<file path="config.mk">
export PLATFORM = sky130hd
export DESIGN_NAME = lcd_fifo_rd_ctl_flat
export DESIGN_NICKNAME = d
export VERILOG_FILES = /design/src/rtl/lcd_fifo_pkg.sv /design/src/rtl/lcd_fifo_rd_ctl_if.sv /design/src/rtl/lcd_fifo_rd_ctl_sat_counter.sv /design/src/rtl/lcd_fifo_rd_ctl.sv /design/src/flat_wrapper.sv
export SDC_FILE = /design/constraint.sdc
export NUM_CORES = 1
export LEC_CHECK = 0
export ABC_AREA = 1
export BUFFER_PORTS_ARGS = -buffer_cell sky130_fd_sc_hd__clkbuf_2
export CAP_MARGIN = 5
export CORE_UTILIZATION = 47
export CTS_BUF_LIST = sky130_fd_sc_hd__clkbuf_8
export DETAILED_ROUTE_END_ITERATION = 8
export PLACE_DENSITY = 0.77
export SYNTH_ARGS = -nofsm -noshare
export SYNTH_HDL_FRONTEND = slang
export SYNTH_HIERARCHICAL = 1
export SYNTH_SLANG_ARGS = --single-unit
</file>
<file path="constraint.sdc">
create_clock -name fifo_rd_clk -period 1.4 [get_ports fifo_rd_clk]
set_input_delay 0.14 -clock fifo_rd_clk [delete_from_list [all_inputs] [get_ports fifo_rd_clk]]
set_output_delay 0.14 -clock fifo_rd_clk [all_outputs]
set_load 0.02 [all_outputs]
</file>
<file path="src/rtl/lcd_fifo_pkg.sv">
// Shared definitions for the LCD pixel FIFO controllers (read and write side).
package lcd_fifo_pkg;
  localparam int DEF_DATA_W = 16;
  localparam int DEF_CNT_W  = 10;

  typedef enum logic [1:0] {
    ST_IDLE     = 2'd0,
    ST_FILL     = 2'd1,
    ST_STREAM   = 2'd2,
    ST_UNDERRUN = 2'd3
  } ctl_state_t;
endpackage

</file>
<file path="src/rtl/lcd_fifo_rd_ctl_if.sv">
// Bus between the pixel FIFO read port, the LCD timing generator and the read controller.
interface lcd_fifo_rd_ctl_if #(
  parameter int DATA_W = 16,
  parameter int CNT_W  = 10,
  parameter int UCNT_W = 16
) ();
  logic              enable;
  logic              lcd_frame_start;
  logic              lcd_data_requst;
  logic              fifo_empty;
  logic [CNT_W-1:0]  fifo_rd_cnt;
  logic [DATA_W-1:0] fifo_rd_data;
  logic              fifo_rd_en;
  logic [DATA_W-1:0] lcd_data;
  logic              lcd_data_valid;
  logic [UCNT_W-1:0] underrun_cnt;
  logic [1:0]        ctl_state;

  // master: the controller itself
  modport master (
    input  enable, lcd_frame_start, lcd_data_requst, fifo_empty, fifo_rd_cnt, fifo_rd_data,
    output fifo_rd_en, lcd_data, lcd_data_valid, underrun_cnt, ctl_state
  );

  modport slave (
    output enable, lcd_frame_start, lcd_data_requst, fifo_empty, fifo_rd_cnt, fifo_rd_data,
    input  fifo_rd_en, lcd_data, lcd_data_valid, underrun_cnt, ctl_state
  );
endinterface

</file>
<file path="src/rtl/lcd_fifo_rd_ctl_sat_counter.sv">
// Increment-only counter that holds at all-ones instead of wrapping.
module sat_counter #(
  parameter int W = 16
) (
  input  logic         clk,
  input  logic         rst,
  input  logic         i_inc,
  output logic [W-1:0] o_cnt
);
  logic [W-1:0] r_cnt;

  always_ff @(posedge clk or posedge rst) begin
    if (rst)                      r_cnt <= '0;
    else if (i_inc && r_cnt != '1) r_cnt <= r_cnt + 1'b1;
  end

  assign o_cnt = r_cnt;
endmodule

</file>
<file path="src/rtl/lcd_fifo_rd_ctl.sv">
// FIFO-to-LCD read controller: fill/resume hysteresis, underrun substitution, frame resync.
module lcd_fifo_rd_ctl
  import lcd_fifo_pkg::*;
#(
  parameter int                DATA_W       = DEF_DATA_W,
  parameter int                CNT_W        = DEF_CNT_W,
  parameter int                START_LEVEL  = 128,
  parameter int                RESUME_LEVEL = 64,
  parameter logic [DATA_W-1:0] FILL_PIXEL   = '0,
  parameter int                UCNT_W       = 16
) (
  input logic              fifo_rd_clk,
  input logic              rst,
  lcd_fifo_rd_ctl_if.master bus
);
  localparam logic [CNT_W-1:0] START_L  = CNT_W'(START_LEVEL);
  localparam logic [CNT_W-1:0] RESUME_L = CNT_W'(RESUME_LEVEL);

  ctl_state_t        r_state, w_state_nxt;
  logic              r_start_ok, r_resume_ok;
  logic              r_req_d, r_en_d;
  logic [DATA_W-1:0] r_lcd_data;
  logic              r_lcd_valid;
  logic              w_rd_en, w_underrun;

  // Level compares are registered to keep the wide compare off the state path.
  always_ff @(posedge fifo_rd_clk or posedge rst) begin
    if (rst) begin
      r_start_ok  <= 1'b0;
      r_resume_ok <= 1'b0;
    end else begin
      r_start_ok  <= (bus.fifo_rd_cnt > START_L)  && !bus.fifo_empty;
      r_resume_ok <= (bus.fifo_rd_cnt > RESUME_L) && !bus.fifo_empty;
    end
  end

  always_ff @(posedge fifo_rd_clk or posedge rst) begin
    if (rst) r_state <= ST_IDLE;
    else     r_state <= w_state_nxt;
  end

  always_comb begin
    w_state_nxt = r_state;
    w_rd_en     = 1'b0;
    w_underrun  = 1'b0;
    case (r_state)
      ST_IDLE:  w_state_nxt = ST_FILL;
      ST_FILL:  if (r_start_ok) w_state_nxt = ST_STREAM;
      ST_STREAM: begin
        w_rd_en    = bus.lcd_data_requst && !bus.fifo_empty;
        w_underrun = bus.lcd_data_requst && bus.fifo_empty;
        if (bus.lcd_frame_start)                          w_state_nxt = ST_FILL;
        else if (bus.lcd_data_requst && bus.fifo_empty)   w_state_nxt = ST_UNDERRUN;
      end
      ST_UNDERRUN: begin
        w_underrun = bus.lcd_data_requst;
        if (bus.lcd_frame_start) w_state_nxt = ST_FILL;
        else if (r_resume_ok)    w_state_nxt = ST_STREAM;
      end
      default: w_state_nxt = ST_IDLE;
    endcase
    if (!bus.enable) w_state_nxt = ST_IDLE;
    if (rst)         w_rd_en     = 1'b0;
  end

  // FIFO data lands one cycle after the read, so the request/read flags are
  // staged once and the pixel is captured when the FIFO output is valid.
  always_ff @(posedge fifo_rd_clk or posedge rst) begin
    if (rst) begin
      r_req_d     <= 1'b0;
      r_en_d      <= 1'b0;
      r_lcd_data  <= '0;
      r_lcd_valid <= 1'b0;
    end else begin
      r_req_d     <= bus.lcd_data_requst;
      r_en_d      <= w_rd_en;
      r_lcd_valid <= r_req_d;
      if (r_req_d) r_lcd_data <= r_en_d ? bus.fifo_rd_data : FILL_PIXEL;
    end
  end

  sat_counter #(.W(UCNT_W)) u_ucnt (
    .clk   (fifo_rd_clk),
    .rst   (rst),
    .i_inc (w_underrun),
    .o_cnt (bus.underrun_cnt)
  );

  assign bus.fifo_rd_en     = w_rd_en;
  assign bus.lcd_data       = r_lcd_data;
  assign bus.lcd_data_valid = r_lcd_valid;
  assign bus.ctl_state      = r_state;
endmodule

</file>
<file path="src/flat_wrapper.sv">
// flat-port wrapper written by rule: the top's interface ports become plain ports
module lcd_fifo_rd_ctl_flat import lcd_fifo_pkg::*;
#(
  parameter int                DATA_W       = DEF_DATA_W,
  parameter int                CNT_W        = DEF_CNT_W,
  parameter int                START_LEVEL  = 128,
  parameter int                RESUME_LEVEL = 64,
  parameter logic [DATA_W-1:0] FILL_PIXEL   = '0,
  parameter int                UCNT_W       = 16
)
  (fifo_rd_clk, rst, bus_enable, bus_lcd_frame_start, bus_lcd_data_requst, bus_fifo_empty, bus_fifo_rd_cnt, bus_fifo_rd_data, bus_fifo_rd_en, bus_lcd_data, bus_lcd_data_valid, bus_underrun_cnt, bus_ctl_state);
  lcd_fifo_rd_ctl_if #(.DATA_W(DATA_W), .CNT_W(CNT_W), .UCNT_W(UCNT_W)) bus_i ();
  input logic fifo_rd_clk;
  input logic rst;
  input wire logic [$bits(bus_i.enable)-1:0] bus_enable;
  input wire logic [$bits(bus_i.lcd_frame_start)-1:0] bus_lcd_frame_start;
  input wire logic [$bits(bus_i.lcd_data_requst)-1:0] bus_lcd_data_requst;
  input wire logic [$bits(bus_i.fifo_empty)-1:0] bus_fifo_empty;
  input wire logic [$bits(bus_i.fifo_rd_cnt)-1:0] bus_fifo_rd_cnt;
  input wire logic [$bits(bus_i.fifo_rd_data)-1:0] bus_fifo_rd_data;
  output wire logic [$bits(bus_i.fifo_rd_en)-1:0] bus_fifo_rd_en;
  output wire logic [$bits(bus_i.lcd_data)-1:0] bus_lcd_data;
  output wire logic [$bits(bus_i.lcd_data_valid)-1:0] bus_lcd_data_valid;
  output wire logic [$bits(bus_i.underrun_cnt)-1:0] bus_underrun_cnt;
  output wire logic [$bits(bus_i.ctl_state)-1:0] bus_ctl_state;
  assign bus_i.enable = bus_enable;
  assign bus_i.lcd_frame_start = bus_lcd_frame_start;
  assign bus_i.lcd_data_requst = bus_lcd_data_requst;
  assign bus_i.fifo_empty = bus_fifo_empty;
  assign bus_i.fifo_rd_cnt = bus_fifo_rd_cnt;
  assign bus_i.fifo_rd_data = bus_fifo_rd_data;
  assign bus_fifo_rd_en = bus_i.fifo_rd_en;
  assign bus_lcd_data = bus_i.lcd_data;
  assign bus_lcd_data_valid = bus_i.lcd_data_valid;
  assign bus_underrun_cnt = bus_i.underrun_cnt;
  assign bus_ctl_state = bus_i.ctl_state;
  lcd_fifo_rd_ctl #(.DATA_W(DATA_W), .CNT_W(CNT_W), .START_LEVEL(START_LEVEL), .RESUME_LEVEL(RESUME_LEVEL), .FILL_PIXEL(FILL_PIXEL), .UCNT_W(UCNT_W)) u_core (.fifo_rd_clk(fifo_rd_clk), .rst(rst), .bus(bus_i));
endmodule
</file>
---- Yosys cells after proc, flatten, opt, wreduce, memory -nomap -nowiden ----
Cells that the tools add are included.
storage, ports and cells
  register bits ........................... 39
  bits of input ports ..................... 32
  output and inout bits ................... 36
  word-level logic and storage cells ...... 37
operators by class
  $add $sub $neg .......................... 1
  magnitude comparators ................... 2
  eq/ne operators ......................... 7
  muxes and demuxes ....................... 11
  reductions and logical operators ........ 8
operators by type and width
  cell                   count
  $add 16x1->16 const B  1
  $mux 16                1
  $ne 16x16->1 const B   1
  $mux 2                 6
  $gt 10x7->1 const B    1
  $gt 10x8->1 const B    1
  $ne 4x3->1 const B     2
  $pmux 2 s4             1
  $logic_and 1x1->1      5
  $eq 2x2->1 const B     2
  $ne 3x2->1 const B     1
  $reduce_and 3->1       1
  $eq 2x1->1 const B     1
  $logic_not 2->1        1
  $mux 1                 2
  $pmux 1 s2             1
  $logic_not 1->1        1

---- Longest topological paths before layout ----
  depth in word-level cells ............... 5
  gate-level depth with buffers ........... 10
  mapped depth without buffers ............ 10

---- Hierarchy ----
Netlist, hierarchy kept.
by module, submodules not included
  module           times used  cells each  area each (µm²)  seq. area each (µm²)
  sat_counter      1           150         1069.8           400.4
  lcd_fifo_rd_ctl  1           110         987.2            575.6

---- Worst setup path before layout ----
OpenSTA, ideal clock, no wires.
  path type ............................... register -> register
  start ................................... register u_core.u_ucnt.r_cnt[0], in the netlist u_core/u_ucnt/o_cnt[0]
  end ..................................... register u_core.u_ucnt.r_cnt[0], in the netlist u_core/u_ucnt/o_cnt[0]
  library setup time ...................... 0.118 ns
  data arrival time ....................... 1.485 ns
  data required time ...................... 1.282 ns
  slack ................................... -0.203 ns
  cell stages (with the launch flop) ...... 10
  buffers on the path ..................... 1
  clock period less this slack ............ 1.603 ns
  cell sequence ........................... dfrtp_1 > ha_1 > inv_2 > nor2_4 > nand2_2 > nor2_4 > nor2_4 > buf_8 > nand2_1 > nand2_1
on the way
  longest elaborated chain between the ends .. 2
  elaborated cells between the ends (all ways) .. 3
  classes of those cells .................. 1 x add/sub; 1 x eq/ne; 1 x reduce/logical
ends and longest elaborated chain
  what                                                   line                               source
  start: declaration                                     lcd_fifo_rd_ctl_sat_counter.sv:10  logic [W-1:0] r_cnt;
  start signal: assignment                               lcd_fifo_rd_ctl_sat_counter.sv:14  else if (i_inc && r_cnt != '1) r_cnt <= r_cnt + 1'b1;
  branches (longest 2 deep; another with $add 16x1->16)  --
Several ways; the timed one is not identified.
A chain may end at the register's enable or synchronous reset.

---- Worst setup path after layout ----
  start ................................... register u_core.r_state[1], in the netlist u_core/bus.ctl_state[1]
  end ..................................... output bus_fifo_rd_en
on the way
  longest elaborated chain between the ends .. 3
ends and longest elaborated chain
  what                      line                   source
  start: declaration        lcd_fifo_rd_ctl.sv:19  ctl_state_t r_state, w_state_nxt;
  start signal: assignment  lcd_fifo_rd_ctl.sv:39  else r_state <= w_state_nxt;
  $eq 2x2->1                lcd_fifo_rd_ctl.sv:46  case (r_state)
  $mux 1                    lcd_fifo_rd_ctl.sv:46
  $mux 1                    lcd_fifo_rd_ctl.sv:63  if (rst) w_rd_en = 1'b0;
  end: declaration          flat_wrapper.sv:21     output wire logic [$bits(bus_i.fifo_rd_en)-1:0] bus_fifo_rd_en;
Every way passes these cells.

==> run_results.csv <==
group,metric,value,unit
placement,gp_congestion,0.820,
pwr,peakVddDrop,985,µV
floorplan,rows,23,
timing,tns,-0.00555,ns
yosys,synth_edf_count,0,
cts,htree_levels,2,
cells_and_area,areaGrowthSynthToFinish,43.1,%
timing,fin_ws,-0.00555,ns
route,wl_per_cell,12.9,µm
global_route,antenna_found_initial,0,
cts,cts_buffer_depth,2,
yosys,synth_nets,293,
timing,tightest_slew,0.536,ns
setup_path,rr_endpoint,"u_core/u_ucnt/o_cnt[5]",
status,status,"finished, violations left",
global_route,grt_max_degree,22,
setup_path,critPathMaxStageDelay,0.40,ns
cts,cts_tree,"done",
setup_path,crit_type,"flop to primary output",
status,violations,"negative setup slack",
global_route,grt.total_usage,0.232,
cts,cts_buffers,5,
floorplan,io_pins,68,
yosys,syn_inst,260,
setup_path,ff2ff_setup_slack,0.02,ns
timing,fmax,711,MHz
setup_path,critPathCaptureType,"primary output",
global_route,grt_pass1_vias,1785,
setup_path,timing.critical_path.from,"u_core/bus.ctl_state[1]",
route,drcViolationCount,0,
timing,fin_skew,0.00632,ns
cells_and_area,num_antenna_cells,0,
timing,final_hold_viol_count,0,
yosys,yosys_warnings,6,
floorplan,fp.dieH,68.2,µm
timing,setup_viol,1,
global_route,grt_pass1_wl,7820,µm
route,num_vias,2030,
cells_and_area,drive_gt1_frac,0.463,
route,firstDrtPassIters,4,
yosys,ys_seq_elements,39,
route,wl,5240,µm
cts,root_buffer,"clkbuf_8",
global_route,overflow,0,
setup_path,critical_path.cell_chain,"nand2_4, nor4_4, buf_4",
setup_path,path_max_fanout,2,
route,initialDrtViolationCount,131,
cells_and_area,final_nets,388,
timing,maxSlewHeadroom,0.643,
floorplan,die_w,68.2,µm
placement,io_buffer_count,67,
floorplan,initial_core_util,0.503,
setup_path,crit_arrival,1.27,ns
yosys,yosysUniqueCellTypes,26,
route,via_per_inst,5.00,
yosys,seq_area_frac_synth,0.474,
yosys,synth_ff_type,"dfrtp_1",
timing,period_needed,1.41,ns
pwr,p_per_area,1280,nW/µm²
setup_path,worst_ep_required_time,1.26,ns
setup_path,crit_slowest_cell,"dfrtp_2",
pwr,p_leak,1.43,nW
route,antenna_left,0,
floorplan,core_area,4090,µm²
min_path,hold_path.class,"input pin to flop",
placement,hpwl,3580,µm
yosys,syn_avg_cell_area,7.91,µm²
yosys,async_flop_share,1.00,
floorplan,die_area,4650,µm²
timing,drv_slew,0,
timing,fin_hold_ws,0.0344,ns
timing,rsz0062_at_grt,"true",
job,drv_cap,0,
cts,path_clk_slew,0.08,ns
setup_path,start_kind,"flop",
setup_path,crit_end,"bus_fifo_rd_en",
setup_path,reg2reg_depth,8,
cts,clkLatencyLatePin,0.29,ns
timing,fin_crit_sh,1.00,
setup_path,r2r-start,"u_core/u_ucnt/o_cnt[0]",
cts,clock-sinks,39,
yosys,syn-cell-area,2060,µm²
-- flip-flops by register name, indices dropped and copies added, names as in the netlist --
signal	cells
u_core/bus.lcd_data	16
u_core/u_ucnt/o_cnt	16
u_core/bus.ctl_state	2
u_core/bus.lcd_data_valid	1
u_core/r_en_d	1
u_core/r_req_d	1
u_core/r_resume_ok	1
u_core/r_start_ok	1
-- cells by family (layout without fill, tap and decap cells) --
kind of cell,Yosys count,in the layout,synth area share
compound gates,30,30,0.0858
xor+xnor,4,4,0.0170
fa+ha+maj,1,1,0.00608
buf+inv,43,139,0.0870
flops,39,39,0.474
simple gates,143,143,0.330
-- final cells by class --
type                            count  area [µm²]
Timing Repair Buffer               94         577
Clock inverter                      2        35.0
Sequential cell                    39         987
Multi-Input combinational cell    178        1060
Inverter                           37         139
Tap cell                           50        62.6
Fill cell                         321        1140
Clock buffer                        6        82.6
-- through the flow --
stage | power [mW] | worst slack (ns) | instances | cell area (µm²) | utilization
finish | 3.78 | -0.00555 | 406 | 2940 | 0.720
global route | 3.99 | -0.0699 | 406 | 2940 | 0.720
CTS | 3.56 | -0.0399 | 398 | 2740 | 0.670
detailed placement | 2.56 | -0.0571 | 386 | 2550 | 0.625
global placement | 2.53 | -0.0209 | 386 | 2550 | 0.625
floorplan | 2.16 | 0.0127 | 260 | 2080 | -
-- power breakdown --
part | leakage [nW] | internal (mW) | total, mW | switching [mW]
logic | 0.870 | 0.554 | 1.33 | 0.779
clock network | 0.0612 | 0.577 | 0.972 | 0.396
registers | 0.500 | 1.29 | 1.47 | 0.179
-- how the worst min path moves through the flow --
stage / startpoint / end / slack, ns / cells past startpoint
detailed placement: rst / u_core/r_resume_ok / 0.05 / 2
global route: bus_lcd_data_requst / u_core/r_req_d / 0.02 / 1
floorplan: rst / u_core/u_ucnt/o_cnt[10] / 0.05 / 1
global placement: rst / u_core/r_start_ok / 0.04 / 2
finish: bus_lcd_data_requst / u_core/r_req_d / 0.03 / 1
CTS: bus_lcd_data_requst / u_core/r_req_d / 0.02 / 1
-- critical path: cells and delay by family, from the launching register on --
kind                   cells  cell delay (ns)
flip-flops                 1             0.40
buffers and inverters      1             0.19
AND/OR/NAND/NOR            2             0.38
-- Yosys cell counts, types with 4 or more instances --
| library cell | instances | area share |
|---|---|---|
| nor2_1 | 19 | 0.035 |
| o21ai_0 | 11 | 0.027 |
| o21ai_2 | 6 | 0.026 |
| nand4_1 | 6 | 0.018 |
| nand3_1 | 28 | 0.068 |
| o21ai_1 | 10 | 0.024 |
| dfrtp_1 | 39 | 0.47 |
| nand2_2 | 8 | 0.024 |
| inv_1 | 35 | 0.064 |
| nor2_4 | 5 | 0.027 |
| buf_2 | 5 | 0.012 |
| nor2_2 | 4 | 0.012 |
| nand2_1 | 66 | 0.12 |
-- what timing repair did --
action | in CTS | in global routing
pin swaps | 2 | 16
buffers inserted | 3 | 7
hold buffers | 1 | 0
endpoints found under the hold margin | 13 | 0
resized for setup | 6 | 39
cloned | 0 | 1
endpoints found under the setup margin | 13 | 15
-- routing by layer --
| metal | wire length (µm) | share of wire | track usage |
|---|---|---|---|
| met1 | 2200 | 0.42 | 0.274 |
| met2 | 2650 | 0.51 | 0.401 |
| met3 | 317 | 0.060 | 0.0600 |
| met4 | 74 | 0.014 | 0.0833 |
| met5 | 0 | 0 | 0 |
-- placed cells by master (no fill, tap or decap), types with 7 or more instances in the layout --
cell type and count:
nand2_1 50, o21ai_0 11, dfrtp_1 30, clkbuf_2 66
nor2_4 8, o21ai_1 9, nand2_2 19, dfrtp_2 9
nand3_1 27, nor2_1 13, buf_4 24, nor2_2 7
inv_1 34
Power figures use the tool's default switching activity.
